File: src/rtl/max_cut_scan_if.sv
// Handshake and result bundle between the max-cut candidate scanner and its environment.
// The master side drives start/abort and the checker verdict; the slave side is the scanner.
interface max_cut_scan_if;
  logic       start;
  logic       abort;
  logic [4:0] cand;
  logic       chk_result;
  logic       busy;
  logic       done;
  logic       found;
  logic [4:0] first_cand;
  logic [5:0] hit_count;

  modport master (
    output start, abort, chk_result,
    input  cand, busy, done, found, first_cand, hit_count
  );

  modport slave (
    input  start, abort, chk_result,
    output cand, busy, done, found, first_cand, hit_count
  );
endinterface

File: src/rtl/max_cut_scan.sv
// Exhaustive scanner over 5-node partitions: drives each candidate to an external
// combinational max-cut checker, samples its verdict and accumulates hit statistics.
module max_cut_scan #(
  parameter bit SKIP_SYM   = 1'b0,
  parameter bit STOP_FIRST = 1'b0
) (
  input logic          clk,
  input logic          rst,
  max_cut_scan_if.slave bus
);

  typedef enum logic [1:0] {IDLE, DRIVE, SAMPLE, DONE} state_t;

  // A cut and its complement are equivalent, so half the space suffices when SKIP_SYM is set.
  localparam logic [4:0] LAST_CAND = SKIP_SYM ? 5'd15 : 5'd31;
  localparam logic [5:0] MAX_HITS  = 6'd32;

  state_t     state;
  logic [4:0] cand;
  logic       busy;
  logic       done;
  logic       found;
  logic [4:0] first_cand;
  logic [5:0] hit_count;

  assign bus.cand       = cand;
  assign bus.busy       = busy;
  assign bus.done       = done;
  assign bus.found      = found;
  assign bus.first_cand = first_cand;
  assign bus.hit_count  = hit_count;

  always_ff @(posedge clk) begin
    if (rst) begin
      state      <= IDLE;
      cand       <= 5'd0;
      busy       <= 1'b0;
      done       <= 1'b0;
      found      <= 1'b0;
      first_cand <= 5'd0;
      hit_count  <= 6'd0;
    end else begin
      case (state)
        IDLE: begin
          done <= 1'b0;
          if (bus.start) begin
            state      <= DRIVE;
            cand       <= 5'd0;
            busy       <= 1'b1;
            found      <= 1'b0;
            first_cand <= 5'd0;
            hit_count  <= 6'd0;
          end
        end

        DRIVE: begin
          if (bus.abort) begin
            state <= IDLE;
            busy  <= 1'b0;
          end else begin
            state <= SAMPLE;
          end
        end

        SAMPLE: begin
          // Abort discards the verdict being sampled in this same cycle.
          if (bus.abort) begin
            state <= IDLE;
            busy  <= 1'b0;
          end else begin
            if (bus.chk_result) begin
              if (hit_count != MAX_HITS) begin
                hit_count <= hit_count + 6'd1;
              end
              if (!found) begin
                found      <= 1'b1;
                first_cand <= cand;
              end
            end
            if (cand == LAST_CAND || (STOP_FIRST && bus.chk_result)) begin
              state <= DONE;
              busy  <= 1'b0;
              done  <= 1'b1;
            end else begin
              cand  <= cand + 5'd1;
              state <= DRIVE;
            end
          end
        end

        DONE: begin
          done  <= 1'b0;
          state <= IDLE;
        end

        default: begin
          state <= IDLE;
          busy  <= 1'b0;
          done  <= 1'b0;
        end
      endcase
    end
  end

endmodule

File: src/flat_wrapper.sv
// flat-port wrapper written by rule: the top's interface ports become plain ports
module max_cut_scan_flat 
#(
  parameter bit SKIP_SYM   = 1'b0,
  parameter bit STOP_FIRST = 1'b0
)
  (clk, rst, bus_start, bus_abort, bus_chk_result, bus_cand, bus_busy, bus_done, bus_found, bus_first_cand, bus_hit_count);
  max_cut_scan_if bus_i ();
  input logic clk;
  input logic rst;
  input wire logic [$bits(bus_i.start)-1:0] bus_start;
  input wire logic [$bits(bus_i.abort)-1:0] bus_abort;
  input wire logic [$bits(bus_i.chk_result)-1:0] bus_chk_result;
  output wire logic [$bits(bus_i.cand)-1:0] bus_cand;
  output wire logic [$bits(bus_i.busy)-1:0] bus_busy;
  output wire logic [$bits(bus_i.done)-1:0] bus_done;
  output wire logic [$bits(bus_i.found)-1:0] bus_found;
  output wire logic [$bits(bus_i.first_cand)-1:0] bus_first_cand;
  output wire logic [$bits(bus_i.hit_count)-1:0] bus_hit_count;
  assign bus_i.start = bus_start;
  assign bus_i.abort = bus_abort;
  assign bus_i.chk_result = bus_chk_result;
  assign bus_cand = bus_i.cand;
  assign bus_busy = bus_i.busy;
  assign bus_done = bus_i.done;
  assign bus_found = bus_i.found;
  assign bus_first_cand = bus_i.first_cand;
  assign bus_hit_count = bus_i.hit_count;
  max_cut_scan #(.SKIP_SYM(SKIP_SYM), .STOP_FIRST(STOP_FIRST)) u_core (.clk(clk), .rst(rst), .bus(bus_i));
endmodule
File: config.mk
export PLATFORM = sky130hd
export DESIGN_NAME = max_cut_scan_flat
export DESIGN_NICKNAME = d
export VERILOG_FILES = /design/src/rtl/max_cut_scan_if.sv /design/src/rtl/max_cut_scan.sv /design/src/flat_wrapper.sv
export SDC_FILE = /design/constraint.sdc
export NUM_CORES = 1
export LEC_CHECK = 0
export ABC_AREA = 0
export CAP_MARGIN = 20
export CELL_PAD_IN_SITES_DETAIL_PLACEMENT = 1
export CELL_PAD_IN_SITES_GLOBAL_PLACEMENT = 1
export CORE_MARGIN = 3
export CORE_UTILIZATION = 37
export CTS_CLUSTER_SIZE = 20
export DETAILED_ROUTE_END_ITERATION = 12
export PLACE_DENSITY = 0.82
export SYNTH_ARGS = -nofsm -noshare
export SYNTH_HDL_FRONTEND = slang
export SYNTH_SLANG_ARGS = --single-unit
File: constraint.sdc
create_clock -name clk -period 2.1 [get_ports clk]
set_input_delay 0.525 -clock clk [delete_from_list [all_inputs] [get_ports clk]]
set_output_delay 0.525 -clock clk [all_outputs]
set_load 0.02 [all_outputs]
Word level (Yosys, flattened, before mapping)
Index checks and enable logic that the tools add are counted.

operators by class
  reductions and logical operators = 11
  multiplexer cells = 30
  equality and inequality tests = 14
  add/sub/neg operators = 2

operators with widths
  operator                                                number
  2-to-1 mux 5 bit                                        6
  2-to-1 mux 6 bit                                        4
  one-hot mux 5 bit (2 select lines)                      2
  inequality test 2 bit (second input constant)           6
  one-hot mux 6 bit (2 select lines)                      1
  AND reduction 4 bit                                     3
  AND reduction 5 bit                                     2
  2-to-1 mux 1 bit                                        9
  2-to-1 mux 2 bit                                        4
  one-hot mux 2 bit (4 select lines)                      1
  adder 6 x 1 -> 6 bit (second input constant)            1
  inequality test 6 bit (second input constant)           1
  adder 5 x 1 -> 5 bit (second input constant)            1
  equality test 5 bit (second input constant)             1
  equality test 2 bit (second input constant)             2
  inequality test 2 x 1 -> 1 bit (second input constant)  2
  one-hot mux 1 bit (2 select lines)                      2
  nonzero test 2 bit                                      2
  inequality test 3 x 2 -> 1 bit (second input constant)  1
  one-hot mux 1 bit (3 select lines)                      1
  AND reduction 3 bit                                     1
  nonzero test 3 bit                                      1
  equality test 2 x 1 -> 1 bit (second input constant)    1
  logical NOT 2 bit                                       1
  OR reduction 2 bit                                      1

word-level totals
  register bits = 21
  input port bits = 5
  output and inout bits = 19

Logic depth before layout (Yosys ltp)
Gate-level depths: netlist (run 1).

  depth in word-level cells = 5
  depth in mapped cells = 8
  depth with buffers taken out = 7

Worst setup path before layout (run 1)
Ideal clock, no wire load.

  path kind = reg2reg
  start = register u_core.cand[0] (netlist: u_core.bus.cand[0])
  end = register u_core.cand[1] (netlist: u_core.bus.cand[1])
  cell stages (with the launch flop) = 8
  path buffers = 0
  data arrival time = 1,603 ps
  path slack = 370 ps
  data required time = 1,972 ps
  path through = dfxtp_1 -> ha_1 -> and3_1 -> ha_1 -> o21ai_0 -> nand2_1 -> a22oi_1 -> nor2_1

on the way
  longest elaborated chain between the ends = 4

RTL lines
  element                             RTL line            source
  start: declaration                  max_cut_scan.sv:19  logic [4:0] cand;
  start signal: assignment            max_cut_scan.sv:85  cand <= cand + 5'd1;
  adder 5 x 1 -> 5 bit                max_cut_scan.sv:85
  2-to-1 mux 5 bit                    max_cut_scan.sv:80  if (cand == LAST_CAND || (STOP_FIRST && bus.chk_result)) begin
  2-to-1 mux 5 bit                    max_cut_scan.sv:67  if (bus.abort) begin
  one-hot mux 5 bit (2 select lines)  max_cut_scan.sv:43  case (state)

Several ways; a longest one is shown, not always the timed one. The select of a mux whose other input is x is not followed.
A chain may end at the register's enable or synchronous reset.

Final worst setup path (run 1)
  start = register u_core.hit_count[0] (netlist: u_core.bus.hit_count[0])
  end = output bus_hit_count[0]

RTL lines
  element                   RTL line            source
  start: declaration        max_cut_scan.sv:24  logic [5:0] hit_count;
  start signal: assignment  max_cut_scan.sv:73  hit_count <= hit_count + 6'd1;
  end: declaration          flat_wrapper.sv:19  output wire logic [$bits(bus_i.hit_count)-1:0] bus_hit_count;

No word-level cell between the ends.

==> qor.txt, run 1 <==
CP Data Required Time - 1.57 ns
Fin Setup TNS - 0 ns
Root Buffer - clkbuf_4
Main synth FF type - dfxtp_1
DR vias - 1062
Post-synthesis area per instance - 8.94 um2
Synth top area share - 0.373
Hold Path Depth - 2
Initial antenna violation count - 0
CTS H-tree lvls - 1
Commonest cells post-synth - dfxtp_1 (21), nor2_1 (15), a21oi_1 (8), ha_1 (8), inv_1 (8)
Crit path max-delay cell type - clkdlybuf4s50_1
Worst setup SP type - register
Final Hold Fails - 0
Number of I/O port buffers - 23
Yosys reg bits - 21
Hold Path End - u_core.bus.done
Maximum fanout along the worst path - 7
Worst skew pair latency - 0.31 ns
Maxcap violations - 0
CTS Buf Count - 3
CTS sink cnt - 21
Hold Path Origin - u_core.bus.done
Worst EP arrival - 1.44 ns
DRT iter0 DRCs - 26
Fmax - 510 MHz
Core Region - 2830 um2
Worst reg2reg endpoint - u_core.bus.hit_count[0]
Clock Skew - 0.0105 ns
Crit-path cells - clkdlybuf4s50_1
Largest net degree at the start of global routing - 20
Post-synthesis adder-cell area fraction - 0.0889
WL final - 2990 um
Maximum vdd drop - 0.000305 V
Vias in the first global route - 1067
Ant diodes - 0
DP HPWL - 2290 um
Clock slew at reported path FFs - 0.13 ns
Top-count cell post-synth - dfxtp_1
Initial Util - 0.398
Routability cong. - 0.817
Crit path capture type - output port
Cells after synthesis - 126
Slew headroom - 0.604
Final period util - 0.933
WHS - 0.489 ns
Post-route insts no fill - 187
Layout net count - 170
Cts hold-fix bufs - 0
Area delta synth->final - 29.8%
Post-synthesis compound-gate area fraction - 0.210
LEAKAGE - 0.541 nW
Post-Syn Area - 1130 um2
Max Root-Sink Buffers - 2
Pre-CTS WS - -0.0752 ns
Synth Area in Simple Gates - 0.210
First-pass detailed-route iteration total - 4
Post-synthesis xor/xnor area fraction - 0.0156
Site Rows - 19
Routed Antenna Nets - 0
Number of flops mapped to enable cells by yosys - 0
Fill cells - 346
Area leader, netlist - dfxtp_1
Count of buffer and inverter cells on the critical path - 1
Worst-Margin Slew - 0.586 ns
Util after Layout - 0.517
Storage element area - 420 um2
Grt ovf - 0
FFs w/ async S/R, synth - 0
DR WL/cell - 16.0 um
DRC viols - 0
GRT Overall Usage - 0.184
Die height - 61.2 um
RSZ-0062 raised after global routing - no
Die width - 61.2 um
DP Cell Count - 183
Mux cell area share after synthesis - 0.0578
Io pins - 24
CTS tree - built
First-pass GRT wire length - 5130 um
Layout cells sized above 1 - 0.109
Status - finished clean
Setup slack after layout - 0.140 ns
Main area contributors after synthesis - dfxtp_1 (37%), ha_1 (8.9%), nor2_1 (5.0%), a22oi_1 (4.0%), a21oi_1 (3.6%)
Worst path max stage delay - 0.65 ns
DR vias/cell - 5.68
Sequential-to-total area share from yosys stat - 0.373
Die area - 3740 um2
Multi-input logic area - 662 um2
Hold/Removal Path Class - register to register
Slew Viols, Final - 0
PD cells - 487 nW/um2
Post-synth cell types - 40
Crit path max-delay family - buffers and inverters
YS warnings - 0
Finish-stage setup viols - 0
Mapped Nets - 139
R2R Setup Slk - 0.18 ns
Fin crit period - 1.96 ns
Setup CP Type - register to output port
Cells on worst reg2reg path - 7
Main combinational cell family by area after synthesis - simple AND/OR/NAND/NOR gates
Worst reg2reg startpoint - u_core.state[0]
layout by cell type, fill, tap and decap left out, drive strengths merged, types with 4 or more instances in the layout:
master and count:
a21oi 9, a22oi 6, buf 7, clkdlybuf4s50 23
dfxtp 21, ha 8, inv 8, mux2i 5
nand2b 5, nand3 5, nor2 15, nor2b 4
o21ai 4
registers in the layout, indices dropped and copies added, names as in the netlist:
register	flops
u_core.bus.hit_count	6
u_core.bus.cand	5
u_core.bus.done	1
u_core.bus.found	1
u_core.bus.first_cand	5
u_core.state	2
u_core.bus.busy	1
worst register-to-register path, stage by stage, from the launching register on:
cell	delay [ns]
dfxtp_1	0.41
inv_1	0.09
ha_1	0.28
buf_4	0.23
nor2b_1	0.17
a221oi_4	0.37
mux2i_1	0.24
nor2_1	0.05
what timing repair did:
item	in CTS	in global routing
gates resized for setup	0	1
endpoints found under the setup margin	0	4
setup buffers	0	0
hold endpoints to repair	0	0
worst max-delay path by stage:
stage | cells past startpoint | to | slack, ns | startpoint
after floorplan | 7 | u_core.bus.cand[1] | 0.37 | u_core.bus.cand[0]
after global placement | 5 | u_core.bus.hit_count[0] | 0.04 | bus_abort
after detailed placement | 5 | u_core.bus.first_cand[0] | -0.08 | bus_abort
after CTS | 1 | bus_hit_count[0] | 0.13 | u_core.bus.hit_count[0]
after global routing | 7 | u_core.bus.hit_count[2] | 0.002 | u_core.state[0]
final | 1 | bus_hit_count[0] | 0.14 | u_core.bus.hit_count[0]
metrics by stage:
step	power [mW]	area, um2
global route	0.747	1460
floorplan	0.476	1130
finish	0.712	1460
global placement	0.512	1430
detailed placement	0.516	1430
CTS	0.720	1460
report_power, final:
| group | internal [mW] | switching [mW] |
|---|---|---|
| combinational | 0.0452 | 0.0551 |
| sequential | 0.403 | 0.00407 |
| clock | 0.0711 | 0.133 |
| total | 0.519 | 0.193 |
cell families (layout without fill, tap and decap cells):
| group | after synthesis | after routing |
|---|---|---|
| simple gates | 45 | 45 |
| compound gates | 32 | 32 |
| flops | 21 | 21 |
| buf+inv | 12 | 42 |
| fa+ha+maj | 8 | 8 |
| mux | 6 | 6 |
| xor+xnor | 2 | 2 |
layout make-up:
type                       instances  area share
tap                               31      0.0265
sequential                        21       0.288
clock inverter                     1     0.00342
timing repair buffer              30       0.193
multi-input combinational         93       0.453
inverter                           8      0.0205
clock buffer                       3      0.0154
routing by layer:
metal | track usage | share of wire | wire length (um) | up-vias
met5 | 0 | 0 | 0 | -
met4 | 0.0464 | 0.0044 | 13 | 0
met3 | 0.0356 | 0.034 | 103 | 2
met2 | 0.323 | 0.51 | 1520 | 21
met1 | 0.230 | 0.45 | 1350 | 515
li1 | - | - | - | 524
(Power assumes the default switching activity.)
==> run 2, diff against run 1 <==
--- a/config.mk
+++ b/config.mk
@@ -14,6 +14,7 @@
 export CTS_CLUSTER_SIZE = 20
 export DETAILED_ROUTE_END_ITERATION = 12
 export PLACE_DENSITY = 0.82
+export SETUP_SLACK_MARGIN = 0.02
 export SYNTH_ARGS = -nofsm -noshare
 export SYNTH_HDL_FRONTEND = slang
 export SYNTH_SLANG_ARGS = --single-unit
==> run 2 against run 1 <==
Design area hardly changed. Clock skew is 0.0015 ns lower. Critical endpoint unchanged. Sequential cell count stayed put. Non-clock buffer count stayed put. Total power is 0.21% lower.
==> qor.txt, run 2 (synthesized netlist as in run 1, its figures left out) <==
WHS - 0.489 ns
Site Rows - 19
CTS sink cnt - 21
Fin crit period - 1.95 ns
Largest regs - u_core.bus.hit_count (6), u_core.bus.cand (5), u_core.bus.first_cand (5)
Count of buffer and inverter cells on the critical path - 1
Die height - 61.2 um
Die area - 3740 um2
Worst reg2reg startpoint - u_core.bus.cand[0]
Area delta synth->final - 29.9%
Initial antenna violation count - 0
Cts hold-fix bufs - 0
Cells on worst reg2reg path - 7
Post-route insts no fill - 187
Clock Skew - 0.00902 ns
Finish-stage setup viols - 0
CTS H-tree lvls - 1
Layout cells sized above 1 - 0.115
DP Cell Count - 183
Routed Antenna Nets - 0
DR WL/cell - 16.0 um
Routability cong. - 0.817
Hold Path Depth - 2
Worst reg2reg endpoint - u_core.bus.cand[1]
Crit path max-delay cell type - clkdlybuf4s50_1
DRC viols - 0
Slew headroom - 0.602
R2R Setup Slk - 0.20 ns
Max Root-Sink Buffers - 2
Initial Util - 0.398
Final period util - 0.930
Maxcap violations - 0
Worst path max stage delay - 0.65 ns
Core Region - 2830 um2
Most frequent cells in the layout - clkdlybuf4s50_1 (23), dfxtp_1 (20), nor2_1 (15)
Crit path capture type - output port
WL final - 2980 um
Number of I/O port buffers - 23
RSZ-0062 raised after global routing - no
DP HPWL - 2290 um
Crit-path cells - clkdlybuf4s50_1
Root Buffer - clkbuf_4
Worst skew pair latency - 0.31 ns
LEAKAGE - 0.542 nW
DR vias - 1071
Vias in the first global route - 1067
DRT iter0 DRCs - 27
Worst EP arrival - 1.43 ns
Hold/Removal Path Class - register to register
Die width - 61.2 um
Fmax - 512 MHz
Hold Path End - u_core.bus.done
DR vias/cell - 5.73
GRT Overall Usage - 0.184
Most common cell after layout, fill and taps aside - clkdlybuf4s50_1
Register with the most flip-flops - u_core.bus.hit_count
Layout net count - 170
CTS tree - built
CTS Buf Count - 3
Setup CP Type - register to output port
CP Data Required Time - 1.57 ns
Grt ovf - 0
Io pins - 24
Hold Path Origin - u_core.bus.done
First-pass detailed-route iteration total - 4
Worst setup SP type - register
Status - finished clean
Crit path max-delay family - buffers and inverters
Clock slew at reported path FFs - 0.13 ns
Ant diodes - 0
Largest net degree at the start of global routing - 20
Slew Viols, Final - 0
Maximum vdd drop - 0.000302 V
Fill cells - 345
Max FFs per register - 6
Maximum fanout along the worst path - 7
Final Hold Fails - 0
Worst-Margin Slew - 0.590 ns
First-pass GRT wire length - 5130 um
PD cells - 486 nW/um2
-- run 2: cell count changes in the layout (fill, tap and decap cells not counted) --
| cell | change |
|---|---|
| dfxtp_1 | -1 |
| dfxtp_2 | +1 |
-- run 2: layer usage --
metal / track usage / part of all wire
met5: 0 / 0
met2: 0.323 / 0.51
met3: 0.0356 / 0.038
met1: 0.230 / 0.45
met4: 0.0464 / 0.0044
-- run 2: what timing repair did --
item,CTS,global route
setup buffers,0,0
resized for setup,0,2
setup endpoints to repair,0,5
-- run 2: how the worst max path moves through the flow --
stage / startpoint / end / slack [ns] / cells after the start
after floorplan: u_core.bus.cand[0] / u_core.bus.cand[1] / 0.37 / 7
final: u_core.bus.hit_count[0] / bus_hit_count[0] / 0.15 / 1
after global placement: bus_abort / u_core.bus.hit_count[0] / 0.04 / 5
after detailed placement: bus_abort / u_core.bus.first_cand[0] / -0.08 / 5
after global routing: u_core.bus.cand[0] / u_core.bus.cand[3] / 0.04 / 7
after CTS: u_core.bus.hit_count[0] / bus_hit_count[0] / 0.13 / 1
-- run 2: power by group --
part           switching, mW  total, mW  internal, mW
Clock                  0.132      0.203        0.0711
Sequential           0.00406      0.408         0.403
Combinational         0.0551      0.100        0.0452
-- run 2: through the flow --
stage	util	setup TNS [ns]	setup WS [ns]	instance area, um2	power, mW
after floorplan	-	0	0.370	1130	0.476
after global placement	0.505	0	0.0423	1430	0.512
after detailed placement	0.505	-0.209	-0.0752	1430	0.516
after CTS	0.514	0	0.128	1460	0.720
after global routing	0.517	0	0.0360	1460	0.748
final	0.517	0	0.147	1460	0.711
-- run 2: area by class of cell --
type                       instances  area [um2]  share of cell area
inverter                           8        30.0              0.0205
multi-input combinational         93         662               0.453
sequential                        21         422               0.288
tap                               31        38.8              0.0265
clock inverter                     1        5.00             0.00342
clock buffer                       3        22.5              0.0154
timing repair buffer              30         283               0.193
-- run 2: worst min-delay path, stage by stage, from the launching register on --
cell and delay, ns:
dfxtp_1 0.33, o21ai_0 0.07, a21oi_1 0.06
==> run 3, diff against run 2 <==
--- a/config.mk
+++ b/config.mk
@@ -13,6 +13,7 @@
 export CORE_UTILIZATION = 37
 export CTS_CLUSTER_SIZE = 20
 export DETAILED_ROUTE_END_ITERATION = 12
+export HOLD_SLACK_MARGIN = 0.15
 export PLACE_DENSITY = 0.82
 export SETUP_SLACK_MARGIN = 0.02
 export SYNTH_ARGS = -nofsm -noshare
==> results of run 3 <==
The final DEF is identical to that of run 2; final timing and power are the same.
